==> src/rtl/vga_timing_pkg.sv <==
// Shared 640x480 timing constants and fetch-arbiter FSM state type.
package vga_timing_pkg;

  localparam int unsigned H_DISPLAY      = 640;
  localparam int unsigned H_MAX          = 783;
  localparam int unsigned V_DISPLAY      = 480;
  localparam int unsigned V_MAX          = 501;
  localparam int unsigned WORDS_PER_LINE = 160;
  localparam int unsigned LINE_W         = 9;
  localparam int unsigned WORD_W         = 8;
  localparam int unsigned LB_ADDR_W      = 9;

  typedef enum logic [1:0] {
    IDLE  = 2'd0,
    FETCH = 2'd1,
    HOST  = 2'd2
  } fsm_state_t;

endpackage

==> src/rtl/vga_line_addr.sv <==
// Line index to line base word address: BASE_ADDR + line*160 via shift-add.
module vga_line_addr
  import vga_timing_pkg::*;
#(
  parameter int unsigned ADDR_W    = 17,
  parameter int unsigned BASE_ADDR = 0
) (
  input  logic [LINE_W-1:0] line_i,
  output logic [ADDR_W-1:0] base_c
);

  // line*160 = (line<<7) + (line<<5); result wraps modulo 2^ADDR_W
  always_comb begin
    base_c = ADDR_W'(BASE_ADDR) + (ADDR_W'(line_i) << 7) + (ADDR_W'(line_i) << 5);
  end

endmodule

==> src/rtl/vga_fetch_arbiter.sv <==
// Shares one frame-memory port between video line prefetch (priority) and host writes.
module vga_fetch_arbiter
  import vga_timing_pkg::*;
#(
  parameter int unsigned DATA_W    = 32,
  parameter int unsigned ADDR_W    = 17,
  parameter int unsigned BASE_ADDR = 0
) (
  input  logic                 clk_i,
  input  logic                 rst_i,
  input  logic [9:0]           hpos_i,
  input  logic [8:0]           vpos_i,
  input  logic                 host_req_i,
  input  logic [ADDR_W-1:0]    host_addr_i,
  input  logic [DATA_W-1:0]    host_data_i,
  output logic                 host_gnt_o,
  output logic                 mem_req_o,
  output logic                 mem_we_o,
  output logic [ADDR_W-1:0]    mem_addr_o,
  output logic [DATA_W-1:0]    mem_wdata_o,
  input  logic                 mem_ack_i,
  input  logic [DATA_W-1:0]    mem_rdata_i,
  output logic                 lb_we_o,
  output logic [LB_ADDR_W-1:0] lb_addr_o,
  output logic [DATA_W-1:0]    lb_data_o,
  output logic                 underrun_o,
  input  logic                 underrun_clr_i
);

  localparam logic [WORD_W-1:0] LAST_WORD = WORD_W'(WORDS_PER_LINE - 1);

  fsm_state_t               state_q, state_d;
  logic                     pending_q, pending_d;
  logic                     stale_q, stale_d;
  logic [LINE_W-1:0]        line_q, line_d;
  logic [WORD_W-1:0]        word_q, word_d;
  logic [LB_ADDR_W-1:0]     req_lb_q, req_lb_d;
  logic                     mem_req_d, mem_we_d, host_gnt_d;
  logic [ADDR_W-1:0]        mem_addr_d;
  logic [DATA_W-1:0]        mem_wdata_d;
  logic                     lb_we_d, underrun_d;
  logic [LB_ADDR_W-1:0]     lb_addr_d;
  logic [DATA_W-1:0]        lb_data_d;
  logic                     trig_c;
  logic [LINE_W-1:0]        tgt_line_c;
  logic [ADDR_W-1:0]        line_base_c;
  logic [ADDR_W-1:0]        issue_addr_c;

  // Fetch trigger at start of each line: next displayed line, or line 0 at frame end
  always_comb begin
    trig_c     = 1'b0;
    tgt_line_c = '0;
    if (hpos_i == '0) begin
      if (vpos_i == LINE_W'(V_MAX)) begin
        trig_c = 1'b1;
      end else if ((10'(vpos_i) + 10'd1) < 10'(V_DISPLAY)) begin
        trig_c     = 1'b1;
        tgt_line_c = vpos_i + 9'd1;
      end
    end
  end

  vga_line_addr #(
    .ADDR_W    (ADDR_W),
    .BASE_ADDR (BASE_ADDR)
  ) u_line_addr (
    .line_i (line_d),
    .base_c (line_base_c)
  );

  assign issue_addr_c = line_base_c + ADDR_W'(word_d);

  // Line/word progress, line-buffer write and sticky underrun flag
  always_comb begin
    pending_d  = pending_q;
    stale_d    = stale_q;
    line_d     = line_q;
    word_d     = word_q;
    lb_we_d    = 1'b0;
    lb_addr_d  = lb_addr_o;
    lb_data_d  = lb_data_o;
    underrun_d = underrun_o;
    if (state_q == FETCH && mem_ack_i) begin
      lb_we_d   = 1'b1;
      lb_addr_d = req_lb_q;
      lb_data_d = mem_rdata_i;
      // an ack for a request of an abandoned line does not advance the new line
      if (stale_q) begin
        stale_d = 1'b0;
      end else if (word_q == LAST_WORD) begin
        pending_d = 1'b0;
      end else begin
        word_d = word_q + 8'd1;
      end
    end
    if (trig_c) begin
      line_d    = tgt_line_c;
      word_d    = '0;
      pending_d = 1'b1;
      stale_d   = (state_q == FETCH) && !mem_ack_i;
    end
    if (trig_c && pending_q) begin
      underrun_d = 1'b1;
    end else if (underrun_clr_i) begin
      underrun_d = 1'b0;
    end
  end

  // Port scheduling FSM: fetch has priority, host writes are never preempted
  always_comb begin
    state_d     = state_q;
    req_lb_d    = req_lb_q;
    mem_req_d   = mem_req_o;
    mem_we_d    = mem_we_o;
    mem_addr_d  = mem_addr_o;
    mem_wdata_d = mem_wdata_o;
    host_gnt_d  = 1'b0;
    case (state_q)
      IDLE: begin
        if (pending_d) begin
          state_d    = FETCH;
          mem_req_d  = 1'b1;
          mem_we_d   = 1'b0;
          mem_addr_d = issue_addr_c;
          req_lb_d   = {line_d[0], word_d};
        end else if (host_req_i && !host_gnt_o) begin
          // the host still shows its request in the grant cycle; do not reissue it
          state_d     = HOST;
          mem_req_d   = 1'b1;
          mem_we_d    = 1'b1;
          mem_addr_d  = host_addr_i;
          mem_wdata_d = host_data_i;
        end
      end
      FETCH: begin
        if (mem_ack_i) begin
          if (pending_d) begin
            mem_addr_d = issue_addr_c;
            req_lb_d   = {line_d[0], word_d};
          end else begin
            state_d   = IDLE;
            mem_req_d = 1'b0;
          end
        end
      end
      HOST: begin
        if (mem_ack_i) begin
          state_d    = IDLE;
          mem_req_d  = 1'b0;
          mem_we_d   = 1'b0;
          host_gnt_d = 1'b1;
        end
      end
      default: begin
        state_d   = IDLE;
        mem_req_d = 1'b0;
        mem_we_d  = 1'b0;
      end
    endcase
  end

  // State and registered outputs
  always_ff @(posedge clk_i or posedge rst_i) begin
    if (rst_i) begin
      state_q     <= IDLE;
      pending_q   <= 1'b0;
      stale_q     <= 1'b0;
      line_q      <= '0;
      word_q      <= '0;
      req_lb_q    <= '0;
      mem_req_o   <= 1'b0;
      mem_we_o    <= 1'b0;
      mem_addr_o  <= '0;
      mem_wdata_o <= '0;
      host_gnt_o  <= 1'b0;
      lb_we_o     <= 1'b0;
      lb_addr_o   <= '0;
      lb_data_o   <= '0;
      underrun_o  <= 1'b0;
    end else begin
      state_q     <= state_d;
      pending_q   <= pending_d;
      stale_q     <= stale_d;
      line_q      <= line_d;
      word_q      <= word_d;
      req_lb_q    <= req_lb_d;
      mem_req_o   <= mem_req_d;
      mem_we_o    <= mem_we_d;
      mem_addr_o  <= mem_addr_d;
      mem_wdata_o <= mem_wdata_d;
      host_gnt_o  <= host_gnt_d;
      lb_we_o     <= lb_we_d;
      lb_addr_o   <= lb_addr_d;
      lb_data_o   <= lb_data_d;
      underrun_o  <= underrun_d;
    end
  end

endmodule
==> config.mk <==
export PLATFORM = sky130hd
export DESIGN_NAME = vga_fetch_arbiter
export DESIGN_NICKNAME = d
export VERILOG_FILES = /design/src/rtl/vga_timing_pkg.sv /design/src/rtl/vga_line_addr.sv /design/src/rtl/vga_fetch_arbiter.sv
export SDC_FILE = /design/constraint.sdc
export NUM_CORES = 1
export LEC_CHECK = 0
export CAP_MARGIN = 30
export CORE_ASPECT_RATIO = 1.4
export CORE_MARGIN = 3
export CORE_UTILIZATION = 49
export DETAILED_ROUTE_END_ITERATION = 10
export PLACE_DENSITY = 0.86
export SYNTH_ARGS = -nofsm -noshare
export SYNTH_HDL_FRONTEND = slang
export SYNTH_SLANG_ARGS = --single-unit
==> constraint.sdc <==
create_clock -name clk_i -period 10.69 [get_ports clk_i]
set_input_delay 1.6035 -clock clk_i [delete_from_list [all_inputs] [get_ports clk_i]]
set_output_delay 1.6035 -clock clk_i [all_outputs]
set_load 0.1 [all_outputs]
Word level (Yosys, flattened, before mapping)
Index checks and enable logic that the tools add are counted.
{"block": "op_classes", "add_sub_neg": 5, "order_cmp": 1, "eq_ne": 9, "n_mux": 44, "bitwise": 2, "reduce_logical": 16}
{"operator": "two-way mux 17 bit", "n": 4}
{"operator": "two-way mux 9 bit", "n": 6}
{"operator": "one-hot mux 17 bit (2 select lines)", "n": 1}
{"operator": "two-way mux 8 bit", "n": 4}
{"operator": "two-way mux 1 bit", "n": 20}
{"operator": "one-hot mux 9 bit (2 select lines)", "n": 1}
{"operator": "adder 16 x 14 -> 17 bit", "n": 1}
{"operator": "adder 17 x 8 -> 17 bit", "n": 1}
{"operator": "adder 9 x 1 -> 10 bit (second input constant)", "n": 1}
{"operator": "zero test 10 bit", "n": 1}
{"operator": "< comparator 10 x 9 -> 1 bit (second input constant)", "n": 1}
{"operator": "two-way mux 2 bit", "n": 5}
{"operator": "adder 9 x 1 -> 9 bit (second input constant)", "n": 1}
{"operator": "== test 9 bit (second input constant)", "n": 1}
{"operator": "adder 8 x 1 -> 8 bit (second input constant)", "n": 1}
{"operator": "== test 8 bit (second input constant)", "n": 1}
{"operator": "inequality test 2 bit (second input constant)", "n": 4}
{"operator": "AND reduction 4 bit", "n": 2}
{"operator": "one-hot mux 1 bit (3 select lines)", "n": 2}
{"operator": "one-hot mux 2 bit (3 select lines)", "n": 1}
{"operator": "AND reduction 3 bit", "n": 2}
{"operator": "nonzero test 2 bit", "n": 3}
{"operator": "logical AND 1 bit", "n": 4}
{"operator": "inequality test 3 bit (second input constant)", "n": 1}
{"operator": "6 further kinds", "n": 8}
{"block": "word_totals", "ff_bits": 125, "inputBits": 105, "output_inout_bits": 95, "elab_cells": 92}

Depth between registers and ports, before layout
{"block": "logic_depth", "ltp_word": 11, "depth_mapped": 19, "ltp_nobuf": 19}

Hierarchy
Synthesis repeated with hierarchy kept, for this count alone.
{"block": "hier_totals", "cells_unflattened": 601, "hier_area_um2": 6214.7}
{"module": "vga_fetch_arbiter", "n_inst": 1, "cells_per_inst": 548, "area_each_um2": 5821.8, "seq_area_each_um2": 3128.0}
{"module": "vga_line_addr", "n_inst": 1, "cells_per_inst": 53, "area_each_um2": 392.9, "seq_area_each_um2": 0.0}

Least setup slack after synthesis
Ideal clock, no wire load.
{"block": "synth_path", "path_kind": "input port to flip-flop", "startpoint": "input vpos_i[0]", "endpoint": "register mem_addr_o[14]", "arrival_time_ns": 5.586, "required_time_ns": 10.608, "path_slack_ns": 5.022, "stages": 18, "path_cell_list": "ha_1 > a21bo_2 > o31a_1 > o21ai_0 > a21o_1 > clkbuf_1 > nand3_1 > o21ai_0 > ha_1 > ha_1 > fa_1 > a21oi_1 > nor2b_1 > o21a_1 > o311ai_0 > a21oi_1 > or3_1 > a31oi_1"}
{"block": "synth_between", "elab_chain_cells": 11, "word_cells_on_any_way": 22, "classes_between": "add/sub (4); order compare (1); eq/ne (3); mux (13); reduce/logical (1)"}
{"element": "start: declaration", "line": "vga_fetch_arbiter.sv:12", "rtl": "input logic [8:0] vpos_i,"}
{"element": "adder 9 x 1 -> 10 bit", "line": "vga_fetch_arbiter.sv:56", "rtl": "end else if ((10'(vpos_i) + 10'd1) < 10'(V_DISPLAY)) begin"}
{"element": "< comparator 10 x 9 -> 1 bit", "line": "vga_fetch_arbiter.sv:56"}
{"element": "two-way mux 9 bit or two-way mux 1 bit (tied branches)", "line": "vga_fetch_arbiter.sv:56"}
{"element": "two-way mux 9 bit or two-way mux 1 bit (tied branches)", "line": "vga_fetch_arbiter.sv:54", "rtl": "if (vpos_i == LINE_W'(V_MAX)) begin"}
{"element": "two-way mux 9 bit or two-way mux 1 bit (tied branches)", "line": "vga_fetch_arbiter.sv:53", "rtl": "if (hpos_i == '0) begin"}
{"element": "two-way mux 9 bit *", "line": "vga_fetch_arbiter.sv:96", "rtl": "if (trig_c) begin"}
{"element": "net line_d[1]", "line": "vga_fetch_arbiter.sv:35", "rtl": "logic [LINE_W-1:0] line_q, line_d;"}
{"element": "adder 16 x 14 -> 17 bit *", "line": "vga_line_addr.sv:14", "rtl": "base_c = ADDR_W'(BASE_ADDR) + (ADDR_W'(line_i) << 7) + (ADDR_W'(line_i) << 5);"}
{"element": "adder 17 x 8 -> 17 bit *", "line": "vga_fetch_arbiter.sv:71", "rtl": "assign issue_addr_c = line_base_c + ADDR_W'(word_d);"}
{"element": "two-way mux 17 bit", "line": "vga_fetch_arbiter.sv:137", "rtl": "if (pending_d) begin"}
{"element": "two-way mux 17 bit", "line": "vga_fetch_arbiter.sv:136", "rtl": "if (mem_ack_i) begin"}
{"element": "one-hot mux 17 bit (2 select lines) *", "line": "vga_fetch_arbiter.sv:118", "rtl": "case (state_q)"}
{"element": "end signal: assignment", "line": "vga_fetch_arbiter.sv:189", "rtl": "mem_addr_o <= mem_addr_d;"}
{"element": "end: declaration", "line": "vga_fetch_arbiter.sv:19", "rtl": "output logic [ADDR_W-1:0] mem_addr_o,"}
The timed path passes the listed nets; every way through them passes the cells marked *. The select of a mux whose other input is x is not followed.
A chain may end at the register's enable or synchronous reset.

Worst setup path in the final report
Ends and elaborated chain as after synthesis.

==> results.sh <==
export IMPL_synth_xor_area_share=0.02417
export IMPL_power_frac_seq=0.322
export IMPL_cts_root_buffer="clkbuf_16"
export IMPL_postSynthAreaPerCell_sq_um=12.18
export IMPL_fin_skew_ps=8.881
export IMPL_ys_seq_area_frac=0.5396
export IMPL_start_kind="primary input"
export IMPL_clkSinkCount=125
export IMPL_initial_core_util=0.5061
export IMPL_drtIter0Drc=284
export IMPL_cts_setup_buffers=0
export IMPL_synth_top_area_frac=0.5396
export IMPL_min_period_over_period=0.6182
export IMPL_wl_um=14810
export IMPL_synth_adder_area_share=0.04662
export IMPL_seqCellArea_sq_um=3128
export IMPL_path_class="primary input to flip-flop"
export IMPL_p_clk_frac=0.369
export IMPL_hold_buffers=0
export IMPL_p_sw_frac=0.3529
export IMPL_h_tree_depth=4
export IMPL_worst_path_max_fanout=16
export IMPL_synth_cell_types=52
export IMPL_path_cells="clkdlybuf4s50_1 > ha_1 > a21bo_2 > o31a_1 > o21ai_0 > a21o_1 > o21ai_0 > xor2_1 > ha_1 > fa_1 > a21oi_1 > nor2b_1 > o21a_1 > o311ai_0 > a21oi_1 > or3_1 > a31oi_1"
export IMPL_die_w_um=97.93
export IMPL_grtUsageTotal=0.2286
export IMPL_antenna_cells=0
export IMPL_cp_required_ps=11020
export IMPL_yosys_area_share_simple=0.09368
export IMPL_hold_path_class="flip-flop to flip-flop"
export IMPL_nets=807
export IMPL_clk_latency_ps=410
export IMPL_clkSlewWorstSetupHoldPaths_ps=60
export IMPL_clk_path_buf_depth=2
export IMPL_die_area_sq_um=13190
export IMPL_fin_setup_tns_ps=0
export IMPL_core_area_sq_um=11450
export IMPL_grt_first_pass_wirelength_um=23860
export IMPL_drv_slew=0
export IMPL_portBuffers=199
export IMPL_route_detailed_drc=0
export IMPL_synthToLayoutAreaGrowth_pct=48.59
export IMPL_synth_top_family_by_area="multiplexers"
export IMPL_layout_setup_ws_ps=4081
export IMPL_synth_seq_cells=125
export IMPL_via_per_inst=5.438
export IMPL_tightest_slew_ps=1014
export IMPL_cp_arrival_ps=6930
export IMPL_syn_nets=602
export IMPL_pre_cts_ws_ps=3831
export IMPL_rsz0062_at_grt="false"
export IMPL_yosys_area_top_type="dfrtp_1"
export IMPL_cpPeakStageDelay_ps=660
export IMPL_first_global_vias=4711
export IMPL_synth_edf_count=0
export IMPL_vias=4557
export IMPL_synth_main_ff_cell="dfrtp_1"
export IMPL_multi_input_area_sq_um=2515
export IMPL_drt_first_pass_iters=4
export IMPL_fillers=766
export IMPL_synth_cells=476
export IMPL_power_density_nw_per_um2=207.3
export IMPL_grt_remaining_overflow=0
export IMPL_p_comb_frac=0.309
export IMPL_fin_crit_ps=6609
export IMPL_syn_area_sq_um=5797
export IMPL_wl_per_cell_um=17.67
export IMPL_slew_headroom=0.3222
export IMPL_outcome="completed"
export IMPL_dp_hpwl_um=11040
export IMPL_grt_max_degree=60
export IMPL_p_leak_nw=3.847
export IMPL_cts_resized_gates=0
export IMPL_p_int_mw=1.155
export IMPL_ys_top_cells_by_area="dfrtp_1, mux2_2, ha_1"
export IMPL_fmax_mhz=151.3
export IMPL_final_layout_size_suffix_gt1_frac=0.1729
export IMPL_switching_power_mw=0.6302
export IMPL_muxShareOfSynthArea=0.1826
export IMPL_vdd_drop_max_mv=0.1594
export IMPL_antenna_left=0
export IMPL_hold_viol=0
export IMPL_cap_violations=0
export IMPL_cp_slowest_cell="clkdlybuf4s50_1"
export IMPL_stdcell_area_sq_um=8613
export IMPL_ys_async_sr_fraction=1.000
export IMPL_io_pins=200
export IMPL_cts_tree="yes"
export IMPL_std_cell_rows=46
export IMPL_setup_violations=0
export IMPL_placed_area_sq_um=7924
export IMPL_endpoint_kind="flip-flop"
export IMPL_die_y_um=134.7
export IMPL_synth_compound_area_share=0.08677
export IMPL_antenna_found_initial=0
export IMPL_numCtsBuffers=17
export IMPL_yosys_warnings=0
export IMPL_routabilityCongestion=0.8790
==> area by class of cell <==
type,count,area share
flip-flops and latches,125,0.3632
multi-input cells,321,0.2920
repair buffers,205,0.2388
clock buffers,19,0.05259
clock inverters,13,0.02745
well taps,144,0.02092
inverters,11,0.005084
==> cell usage in the layout, fill, tap and decap left out, types with 6 or more instances in the layout <==
master / count
clkdlybuf4s50_1: 199
dfrtp_1: 125
mux2_2: 61
nor2_1: 40
a21oi_1: 34
ha_1: 20
nand3_1: 17
o21ai_0: 17
clkbuf_16: 17
nand2_1: 16
mux2_1: 13
inv_1: 10
mux2_4: 9
mux2i_1: 9
xor2_1: 9
xnor2_1: 7
nor3_1: 7
bufinv_16: 6
==> logic make-up after synthesis <==
kind of cell | after synthesis
XOR/XNOR | 16
AND/OR/NAND/NOR | 111
adder cells (fa/ha/maj) | 21
buffers and inverters | 30
multiplexers | 92
AO/OA/AOI/OAI | 81
flip-flops | 125
==> worst max-delay path, delay by kind of cell <==
family | cells | cell delay [ps]
AO/OA/AOI/OAI | 10 | 2910
AND/OR/NAND/NOR | 2 | 430
adder cells (fa/ha/maj) | 3 | 1100
buffers and inverters | 1 | 660
XOR/XNOR | 1 | 210
==> path summary, 6_finish.rpt <==
path	depth (start not counted)	slack, ps	endpoint	from
max in group asynchronous	4	8030	lb_data_o[7]$_DFFE_PP0P_	rst_i
setup / recovery	17	4080	mem_addr_o[14]$_DFFE_PP0P_	vpos_i[0]
hold / removal	1	490	mem_wdata_o[3]$_DFFE_PP0P_	mem_wdata_o[3]$_DFFE_PP0P_
min in group asynchronous	2	1590	mem_wdata_o[30]$_DFFE_PP0P_	rst_i
hold reg to reg	1	490	mem_wdata_o[3]$_DFFE_PP0P_	mem_wdata_o[3]$_DFFE_PP0P_
setup reg to reg	17	5970	mem_addr_o[14]$_DFFE_PP0P_	state_q[1]$_DFFE_PP0P_
==> Yosys cell counts (2+ instances only) <==
master      n
clkbuf_1    8
a31o_2      2
inv_1      11
nand2_1    16
a31oi_1     5
mux2_1     13
o22ai_1     2
nand4_1     2
o31a_1      2
nor3_1      7
buf_2       6
o21ai_0    17
o21a_1      2
o211ai_1    2
nand3_1    17
a21bo_2     2
buf_6       4
mux2_2     61
or3_1       5
ha_1       20
and4_1      2
nand3b_1    2
and3_1      3
dfrtp_1   125
a21o_1      4
mux2_4      9
nor4_1      3
and2_1      2
nor2_1     40
xor2_1      9
nor2b_1     2
a21oi_1    34
xnor2_1     7
mux2i_1     9
or2_2       2
nand2b_1    3
==> per-layer routing <==
metal	track usage	vias to the layer above	share of wire
li1	-	2126	-
met1	0.2588	2200	0.38
met2	0.4136	204	0.54
met3	0.06202	27	0.060
met4	0.07852	0	0.020
met5	0	-	0
==> registers in the layout, summed over array words and instances (netlist names) <==
register / cells
lb_data_o: 32
mem_wdata_o: 32
mem_addr_o: 17
lb_addr_o: 9
line_q: 9
req_lb_q: 9
word_q: 8
state_q: 2
host_gnt_o: 1
lb_we_o: 1
mem_req_o: 1
mem_we_o: 1
pending_q: 1
stale_q: 1
underrun_o: 1
==> metrics by stage <==
step	util	cells	power, mW	hold WS [ps]
floorplan	-	476	0.9699	449.8
global placement	0.6894	805	1.123	466.4
detailed placement	0.6918	806	1.137	478.2
CTS	0.7520	838	1.800	495.0
global route	0.7520	838	1.850	513.5
finish	0.7520	838	1.786	494.3
==> power groups by stage <==
stage               Sequential (mW)  Combinational, mW  Clock [mW]
floorplan                     0.849              0.121           0
global placement              0.580              0.543           0
detailed placement            0.584              0.553           0
CTS                           0.576              0.555       0.669
global route                  0.585              0.573       0.692
finish                        0.576              0.551       0.659
No activity file was read; power rests on OpenSTA's default activity.
